File: config.mk
export PLATFORM = sky130hd
export DESIGN_NAME = ram_fifo_ctrl
export DESIGN_NICKNAME = d
export VERILOG_FILES = /design/src/rtl/ram_fifo_ctrl.sv
export SDC_FILE = /design/constraint.sdc
export NUM_CORES = 1
export LEC_CHECK = 0
export CORE_ASPECT_RATIO = 1.25
export CORE_MARGIN = 2
export CORE_UTILIZATION = 46
export CTS_CLUSTER_DIAMETER = 120
export DETAILED_ROUTE_END_ITERATION = 7
export GPL_TIMING_DRIVEN = 0
export PLACE_DENSITY = 0.82
export SETUP_SLACK_MARGIN = 0.3
export SYNTH_ARGS = -nofsm -noshare
export SYNTH_HDL_FRONTEND = slang
export SYNTH_SLANG_ARGS = --single-unit
File: constraint.sdc
create_clock -name clk -period 6.5 [get_ports clk]
set_clock_uncertainty 0.1 [all_clocks]
set_input_delay 1.3 -clock clk [delete_from_list [all_inputs] [get_ports clk]]
set_output_delay 1.3 -clock clk [all_outputs]
set_load 0.01 [all_outputs]
File: src/rtl/ram_fifo_ctrl.sv
// Byte-stream FIFO controller for a single-port, registered-read RAM.
// One RAM access per cycle; a pending read always wins over an incoming write.
module ram_fifo_ctrl #(
  parameter int unsigned DATA_W = 8,
  parameter int unsigned ADDR_W = 4
) (
  input  logic              clk,
  input  logic              reset,
  input  logic              in_valid,
  output logic              in_ready,
  input  logic [DATA_W-1:0] in_data,
  output logic              out_valid,
  input  logic              out_ready,
  output logic [DATA_W-1:0] out_data,
  output logic [ADDR_W:0]   count,
  output logic              full,
  output logic              empty,
  output logic              ram_wen,
  output logic [ADDR_W-1:0] ram_addr,
  output logic [DATA_W-1:0] ram_din,
  input  logic [DATA_W-1:0] ram_dout
);

  localparam int unsigned DEPTH = 2 ** ADDR_W;
  localparam int unsigned CNT_W = ADDR_W + 1;

  logic [ADDR_W-1:0] wr_ptr;
  logic [ADDR_W-1:0] rd_ptr;
  logic              rd_pend;
  logic              rd_issue;
  logic              wr_fire;

  // Status flags derived from the RAM occupancy and the output pipeline.
  always_comb begin
    full  = (count == CNT_W'(DEPTH));
    empty = (count == '0) && !rd_pend && !out_valid;
  end

  // Action decode: a read is issued whenever the output stage can absorb it,
  // and the input stalls in that cycle because the RAM port is taken.
  always_comb begin
    rd_issue = !reset && (count != '0) && !rd_pend && (!out_valid || out_ready);
    in_ready = !reset && !full && !rd_issue;
    wr_fire  = in_valid && in_ready;
  end

  // RAM port drive; idle cycles park the address on the write pointer.
  always_comb begin
    ram_wen  = wr_fire;
    ram_addr = rd_issue ? rd_ptr : wr_ptr;
    ram_din  = in_data;
  end

  // Pointers, occupancy and the one-entry output register.
  always_ff @(posedge clk) begin
    if (reset) begin
      wr_ptr    <= '0;
      rd_ptr    <= '0;
      count     <= '0;
      rd_pend   <= 1'b0;
      out_valid <= 1'b0;
      out_data  <= '0;
    end else begin
      if (rd_issue) begin
        rd_ptr <= rd_ptr + ADDR_W'(1);
        count  <= count - CNT_W'(1);
      end else if (wr_fire) begin
        wr_ptr <= wr_ptr + ADDR_W'(1);
        count  <= count + CNT_W'(1);
      end

      // A read issued now returns data next cycle, so the pending flag lives one cycle.
      rd_pend <= rd_issue;

      if (rd_pend) begin
        out_data  <= ram_dout;
        out_valid <= 1'b1;
      end else if (out_valid && out_ready) begin
        out_valid <= 1'b0;
      end
    end
  end

endmodule

## After elaboration in Yosys (flattened, before gate mapping)

Index checks and enable logic that the tools add are counted.

| storage, ports and cells | value |
|---|---|
| bits of input ports | 20 |
| flip-flop bits (word level) | 23 |
| logic and storage cells | 37 |
| output and inout port bits | 30 |

| operators by class | value |
|---|---|
| muxes and demuxes | 5 |
| add/subtract/negate cells | 4 |
| equality and inequality tests | 1 |
| bitwise gates (word level) | 1 |
| reductions and logical operators | 20 |

Operators with widths:

| kind | count |
|---|---|
| $mux W5 | 2 |
| $logic_and A1 B1 Y1 | 9 |
| $add A4 B1 Y4 const B | 2 |
| $add A5 B1 Y5 const B | 1 |
| $eq A5 B5 Y1 const B | 1 |
| $logic_not A1 Y1 | 5 |
| $logic_not A5 Y1 | 1 |
| $reduce_bool A5 Y1 | 1 |
| $sub A5 B1 Y5 const B | 1 |
| $mux W4 | 1 |
| $reduce_bool A2 Y1 | 2 |
| $mux W1 | 2 |
| $reduce_and A2 Y1 | 1 |
| $logic_or A1 B1 Y1 | 1 |
| $not A1 Y1 | 1 |

## Longest topological paths before layout

Gate-level depths: netlist (run 1).

| depth | value |
|---|---|
| word-level depth | 9 |
| depth in mapped cells | 11 |
| depth with buffers taken out | 10 |

## Worst setup path before layout (run 1)

Ideal clock, no wire load.

| timing | value |
|---|---|
| path type | input -> output |
| from | input out_ready |
| to | output ram_addr[0] |
| setup slack | 2.694 ns |
| buffers on the path | 1 |
| data arrival time | 2.406 ns |
| required time | 5.100 ns |
| cell stages on the path | 5 |
| cell sequence | nor2b_1 > a211oi_4 > nor2b_4 > buf_6 > mux2_4 |

| between the ends | value |
|---|---|
| cells in the longest elaborated chain, start to end | 3 |

RTL lines:

| item | line | source |
|---|---|---|
| start: declaration | 13 | `input logic out_ready,` |
| $logic_or A1 B1 Y1 | 42 | `rd_issue = !reset && (count != '0) && !rd_pend && (!out_valid \|\| out_ready);` |
| $logic_and A1 B1 Y1 | 42 |  |
| named net rd_issue | 30 | `logic rd_issue;` |
| $mux W4 | 50 | `ram_addr = rd_issue ? rd_ptr : wr_ptr;` |
| end: declaration | 19 | `output logic [ADDR_W-1:0] ram_addr,` |

The timed path passes the listed nets, and every way through them passes these cells.

## Worst setup path after layout (run 1)

| timing | value |
|---|---|
| from | input out_ready |
| to | output ram_addr[3] |

The elaborated chain is that of the path after synthesis.

==> flow_metrics.tcl, run 1 <==
set metrics [dict create \
    min_period_ps 4890 \
    worstPathMaxFanout 8 \
    comb_power_share_pct 58.6 \
    drt_iter0_drc 23 \
    tns_ps 0 \
    fp.dieH_um 62.0 \
    p_sw_share_pct 39.1 \
    slew_violations 0 \
    criticalPathCategory "input port to primary output" \
    worst_slack_ps 1610 \
    maxCapViolCount 0 \
    synthFlopType "dfxtp_1" \
    endpoint_kind "primary output" \
    grt_pass1_wl_um 4290 \
    nNetsFinal 199 \
    synth.most_common_cell "nor2_1" \
    setup_viol 0 \
    hp-class "flip-flop to flip-flop" \
    clk_pin_slew_ps 130 \
    track_usage_pct 18.3 \
    synth_edf_count 0 \
    switchingPower_mw 0.269 \
    placed_cells 202 \
    wirelength_um 2740 \
    status "completed" \
    rsz0062_at_grt "no" \
    globalRouteOverflowTotal 0 \
    yosys-top-cells-count "24 x nor2_1, 23 x dfxtp_1, 12 x mux2i_1" \
    post-dp-hpwl_um 2090 \
    syn-num-nets 154 \
    intPower_mw 0.418 \
    drive_above_1_share_pct 14.5 \
    final_antenna_net_count 0 \
    rr_startpoint "count[1]$_SDFFE_PP0P_" \
    fp-row-count 21 \
    syn-cell-area_mm2 0.00124 \
    sequentialPowerShare_pct 31.6 \
    grt_antenna_before_repair 0 \
    final_cells 206 \
    syn_to_final_growth_pct 38.0 \
    timing.fmax_mhz 204 \
    place_congestion 0.834 \
    power.total_mw 0.687 \
    synth.top_cell.area_share_pct 37.2 \
    boundaryPins 50 \
    pre_cts_ws_ps 1620 \
    tightest_slew_ps 464 \
    ys_types 30 \
    ys_top_cells_by_area "dfxtp_1 37%, mux2i_1 9.7%, nor2_1 7.3%, ha_1 5.1%, buf_4 4.9%" \
    dieArea_mm2 0.00312 \
    io_buffers 40 \
    synthCells 128 \
    postSynthAreaPerCell_um2 9.67 \
    grt_max_degree 14 \
    fin_crit_sh_pct 75.2 \
    htree_levels 1 \
    post_cts.repair.setup_buffers 0 \
    hold_buffers 0 \
    drt-pass1-iter-count 4 \
    start_util_pct 47.1 \
    yosysTopAreaCell "dfxtp_1" \
    crit_arrival_ps 3490 \
    ctsResizeCount 0 \
    wl_per_cell_um 13.3 \
    cp_data_required_time_ps 5100 \
    peakVddDrop_mv 0.234 \
    remaining_drc_errors 0 \
    ys_warn_count 0 \
    grt_pass1_vias 1026 \
    start_kind "input port" \
    crit_start "out_ready" \
    clk_latency_ps 320 \
    coreArea_mm2 0.00263 \
    maxSlewHeadroom_pct 69.0 \
    cts_made_buffers 3 \
    p_leak_nw 0.703 \
    clkSinkCount 23 \
    p_per_area_mw_per_mm2 403 \
    clockPowerShare_pct 9.7 \
    yosysSeqAreaShare_pct 37.2 \
    cts-root-to-sink-buffers 2 \
    hold_start "out_data[0]$_SDFFE_PP0P_" \
    vias_per_cell 5.06 \
    die_w_um 50.4 \
    hold_violations 0 \
    diodes 0 \
    async_reset_ff_share_pct 0 \
    yosys_register_bits 23 \
    root_buffer "clkbuf_4" \
    cts_tree "done" \
    vias 1042 \
]
## area by class of cell
class | instances | area [um^2]
fill | 218 | 920
multi-input combinational | 87 | 663
sequential | 23 | 460
timing repair buffer | 40 | 400
buffer | 13 | 95.1
tap | 34 | 42.5
clock buffer | 3 | 22.5
inverter | 5 | 18.8
clock inverter | 1 | 5.00
## critical path: stages
cell	delay [ps]
clkdlybuf4s50_1	460
nor2b_1	110
a211oi_4	450
nor2b_4	230
buf_6	150
mux2_4	300
clkdlybuf4s50_1	480
## power groups by stage
| stage | Clock, mW | Combinational, mW | Sequential (mW) |
|---|---|---|---|
| 6_report | 0.0670 | 0.403 | 0.217 |
| 4_1_cts | 0.0681 | 0.406 | 0.217 |
| 2_1_floorplan | 0 | 0.263 | 0.224 |
| 3_5_place_dp | 0 | 0.401 | 0.220 |
| 5_1_grt | 0.0736 | 0.441 | 0.222 |
| 3_3_place_gp | 0 | 0.386 | 0.216 |
## cells by family after synthesis
family / count (synthesis) / share of synthesized area, %
compound gates: 9 / 6.77
simple gates: 47 / 19.2
fa+ha+maj: 6 / 6.67
buf+inv: 18 / 9.20
xor+xnor: 9 / 6.37
flops: 23 / 37.2
mux: 16 / 14.6
## stage by stage
step	hold slack [ps]	utilization [%]	instance area (um^2)
2_1_floorplan	379	-	1240
3_3_place_gp	371	64.0	1680
3_5_place_dp	388	64.0	1680
4_1_cts	416	65.0	1710
5_1_grt	454	65.0	1710
6_report	406	65.0	1710
## worst paths after layout
path | to | slack [ps] | cells after the start
worst max register to register | count[4]$_SDFFE_PP0P_ | 3480 | 11
worst min register to register | out_data[0]$_SDFFE_PP0P_ | 410 | 2
worst min-delay path | out_data[0]$_SDFFE_PP0P_ | 410 | 2
worst max-delay path | ram_addr[3] | 1610 | 7
## layout by cell type (no fill, tap or decap), drive strengths merged
cell,n
a211oi,1
a21o,2
a21oi,3
a31oi,1
buf,11
clkbuf,5
clkdlybuf4s50,40
clkinv,1
dfxtp,23
fa,1
ha,5
inv,5
mux2,4
mux2i,12
nand2,4
nand2b,1
nand3,3
nand4,3
nor2,24
nor2b,3
nor3,4
nor4,1
o211ai,1
o22ai,1
or2,3
or3,1
xnor2,5
xor2,4
## sequential cells by signal, indices dropped and copies added, names as in the netlist
name       cells
rd_ptr         4
rd_pend        1
out_valid      1
wr_ptr         4
out_data       8
count          5
## metal layers
layer  wire [um]  global-route usage (%)  up-vias
met5           0                       0        -
met4          61                    12.4        0
met3         149                    2.63        7
met2        1460                    35.2       44
met1        1060                    18.7      478
li1            -                       -      513
Note: power is estimated with default switching activity, not from simulation.
==> run 2, diff against run 1 <==
--- a/config.mk
+++ b/config.mk
@@ -7,11 +7,11 @@
 export LEC_CHECK = 0
 export CORE_ASPECT_RATIO = 1.25
 export CORE_MARGIN = 2
-export CORE_UTILIZATION = 46
+export CORE_UTILIZATION = 42
 export CTS_CLUSTER_DIAMETER = 120
 export DETAILED_ROUTE_END_ITERATION = 7
 export GPL_TIMING_DRIVEN = 0
-export PLACE_DENSITY = 0.82
+export PLACE_DENSITY = 0.75
 export SETUP_SLACK_MARGIN = 0.3
 export SYNTH_ARGS = -nofsm -noshare
 export SYNTH_HDL_FRONTEND = slang
==> constraint.sdc (replaced) <==
create_clock -name clk -period 4.6 [get_ports clk]
set_clock_uncertainty 0.1 [all_clocks]
set_input_delay 0.92 -clock clk [delete_from_list [all_inputs] [get_ports clk]]
set_output_delay 0.92 -clock clk [all_outputs]
set_load 0.01 [all_outputs]
==> flow_metrics.tcl, run 2 (same netlist as run 1, synthesis figures left out) <==
set metrics [dict create \
    cts_made_buffers 3 \
    post-dp-hpwl_um 2150 \
    worstPathMaxFanout 8 \
    final_cells 208 \
    timing.fmax_mhz 244 \
    slew_violations 0 \
    final_common_cell "clkdlybuf4s50_1" \
    drive_above_1_share_pct 14.5 \
    clk_pin_slew_ps 120 \
    hold_violations 0 \
    maxSlewHeadroom_pct 68.0 \
    tns_ps 0 \
    largest_reg_flops 8 \
    setup_viol 0 \
    fp.dieH_um 64.7 \
    status "completed" \
    grt_pass1_vias 1085 \
    hold_buffers 0 \
    top_register "out_data" \
    pre_cts_ws_ps 494 \
    reg_top3 "out_data x8, count x5" \
    clockPowerShare_pct 9.8 \
    p_leak_nw 0.703 \
    io_buffers 40 \
    tightest_slew_ps 480 \
    globalRouteOverflowTotal 0 \
    wirelength_um 2700 \
    clkSinkCount 23 \
    cts-root-to-sink-buffers 2 \
    peakVddDrop_mv 0.288 \
    grt_antenna_before_repair 0 \
    placed_cells 204 \
    diodes 0 \
    die_w_um 52.6 \
    sequentialPowerShare_pct 31.8 \
    p_sw_share_pct 38.9 \
    start_util_pct 43.2 \
    criticalPathCategory "input port to primary output" \
    fin_crit_sh_pct 89.0 \
    p_per_area_mw_per_mm2 565 \
    start_kind "input port" \
    root_buffer "clkbuf_4" \
    grt_pass1_wl_um 4710 \
    final_cell_mix "40 x clkdlybuf4s50_1, 24 x nor2_1, 23 x dfxtp_1" \
    power.total_mw 0.967 \
    drt_iter0_drc 27 \
    place_congestion 0.759 \
    intPower_mw 0.591 \
    drt-pass1-iter-count 3 \
    nNetsFinal 199 \
    ctsResizeCount 0 \
    endpoint_kind "primary output" \
    coreArea_mm2 0.00286 \
    min_period_ps 4100 \
    fp-row-count 22 \
    clk_latency_ps 310 \
    cp_data_required_time_ps 3580 \
    remaining_drc_errors 0 \
    dieArea_mm2 0.00340 \
    fillCellCount 264 \
    hp-class "flip-flop to flip-flop" \
    comb_power_share_pct 58.4 \
    worst_slack_ps 504 \
    htree_levels 1 \
    post_cts.repair.setup_buffers 0 \
    boundaryPins 50 \
    final_antenna_net_count 0 \
    syn_to_final_growth_pct 38.2 \
    track_usage_pct 18.2 \
    maxCapViolCount 0 \
    switchingPower_mw 0.376 \
    wl_per_cell_um 13.0 \
    crit_arrival_ps 3080 \
    grt_max_degree 14 \
    cts_tree "done" \
    rsz0062_at_grt "no" \
    vias_per_cell 4.89 \
    postLayoutCoreUtil_pct 59.7 \
    vias 1017 \
]
-- run 2: cell counts in the layout (fill, tap and decap cells not counted) --
No cell type changed its count.
-- run 2: power by group through the flow --
| stage | Combinational, mW | Sequential (mW) | Clock [mW] |
|---|---|---|---|
| after global routing | 0.620 | 0.316 | 0.108 |
| after CTS | 0.572 | 0.307 | 0.0975 |
| after floorplan | 0.371 | 0.316 | 0 |
| after detailed placement | 0.570 | 0.310 | 0 |
| final | 0.564 | 0.307 | 0.0950 |
| after global placement | 0.546 | 0.308 | 0 |
-- run 2: worst paths after layout --
check,endpoint,depth (start not counted),start,slack [ps]
worst min-delay path,out_data[7]$_SDFFE_PP0P_,2,out_data[7]$_SDFFE_PP0P_,420
worst max-delay path,ram_addr[1],7,out_ready,500
worst min register to register,out_data[7]$_SDFFE_PP0P_,2,out_data[7]$_SDFFE_PP0P_,420
worst max register to register,count[4]$_SDFFE_PP0P_,11,count[1]$_SDFFE_PP0P_,1710
-- run 2: area by class of cell --
cell class / instances / area (um^2) / area share (%)
Multi-Input combinational cell: 87 / 663 / 38.8
Clock buffer: 3 / 22.5 / 1.32
Timing Repair Buffer: 40 / 400 / 23.4
Sequential cell: 23 / 460 / 26.9
Buffer: 13 / 95.1 / 5.56
Inverter: 5 / 18.8 / 1.10
Tap cell: 36 / 45.0 / 2.63
Clock inverter: 1 / 5.00 / 0.293
-- run 2: stage by stage --
step / cell area [um^2] / hold slack [ps]
global route: 1710 / 459
detailed placement: 1680 / 388
CTS: 1710 / 423
floorplan: 1240 / 379
global placement: 1680 / 377
finish: 1710 / 420
-- run 2: worst max-delay path, stage by stage --
cell             delay (ps)
clkdlybuf4s50_1         450
nor2b_1                  90
a211oi_4                430
nor2b_4                 230
buf_6                   150
mux2_4                  300
clkdlybuf4s50_1         490
-- run 2: metal layers --
layer  up-vias  routed length (um)  global-route usage [%]
met1       469                1060                    20.7
met3         5                 138                    3.46
li1        513                   -                       -
met2        30                1460                    33.0
met5         -                   0                       0
met4         0                  34                    5.77
==> run 3, diff against run 2 <==
--- a/config.mk
+++ b/config.mk
@@ -5,12 +5,14 @@
 export SDC_FILE = /design/constraint.sdc
 export NUM_CORES = 1
 export LEC_CHECK = 0
+export CAP_MARGIN = 20
 export CORE_ASPECT_RATIO = 1.25
 export CORE_MARGIN = 2
 export CORE_UTILIZATION = 42
 export CTS_CLUSTER_DIAMETER = 120
 export DETAILED_ROUTE_END_ITERATION = 7
 export GPL_TIMING_DRIVEN = 0
+export HOLD_SLACK_MARGIN = 0.1
 export PLACE_DENSITY = 0.75
 export SETUP_SLACK_MARGIN = 0.3
 export SYNTH_ARGS = -nofsm -noshare
==> results of run 3 <==
The final DEF is identical to that of run 2; final timing and power are the same.
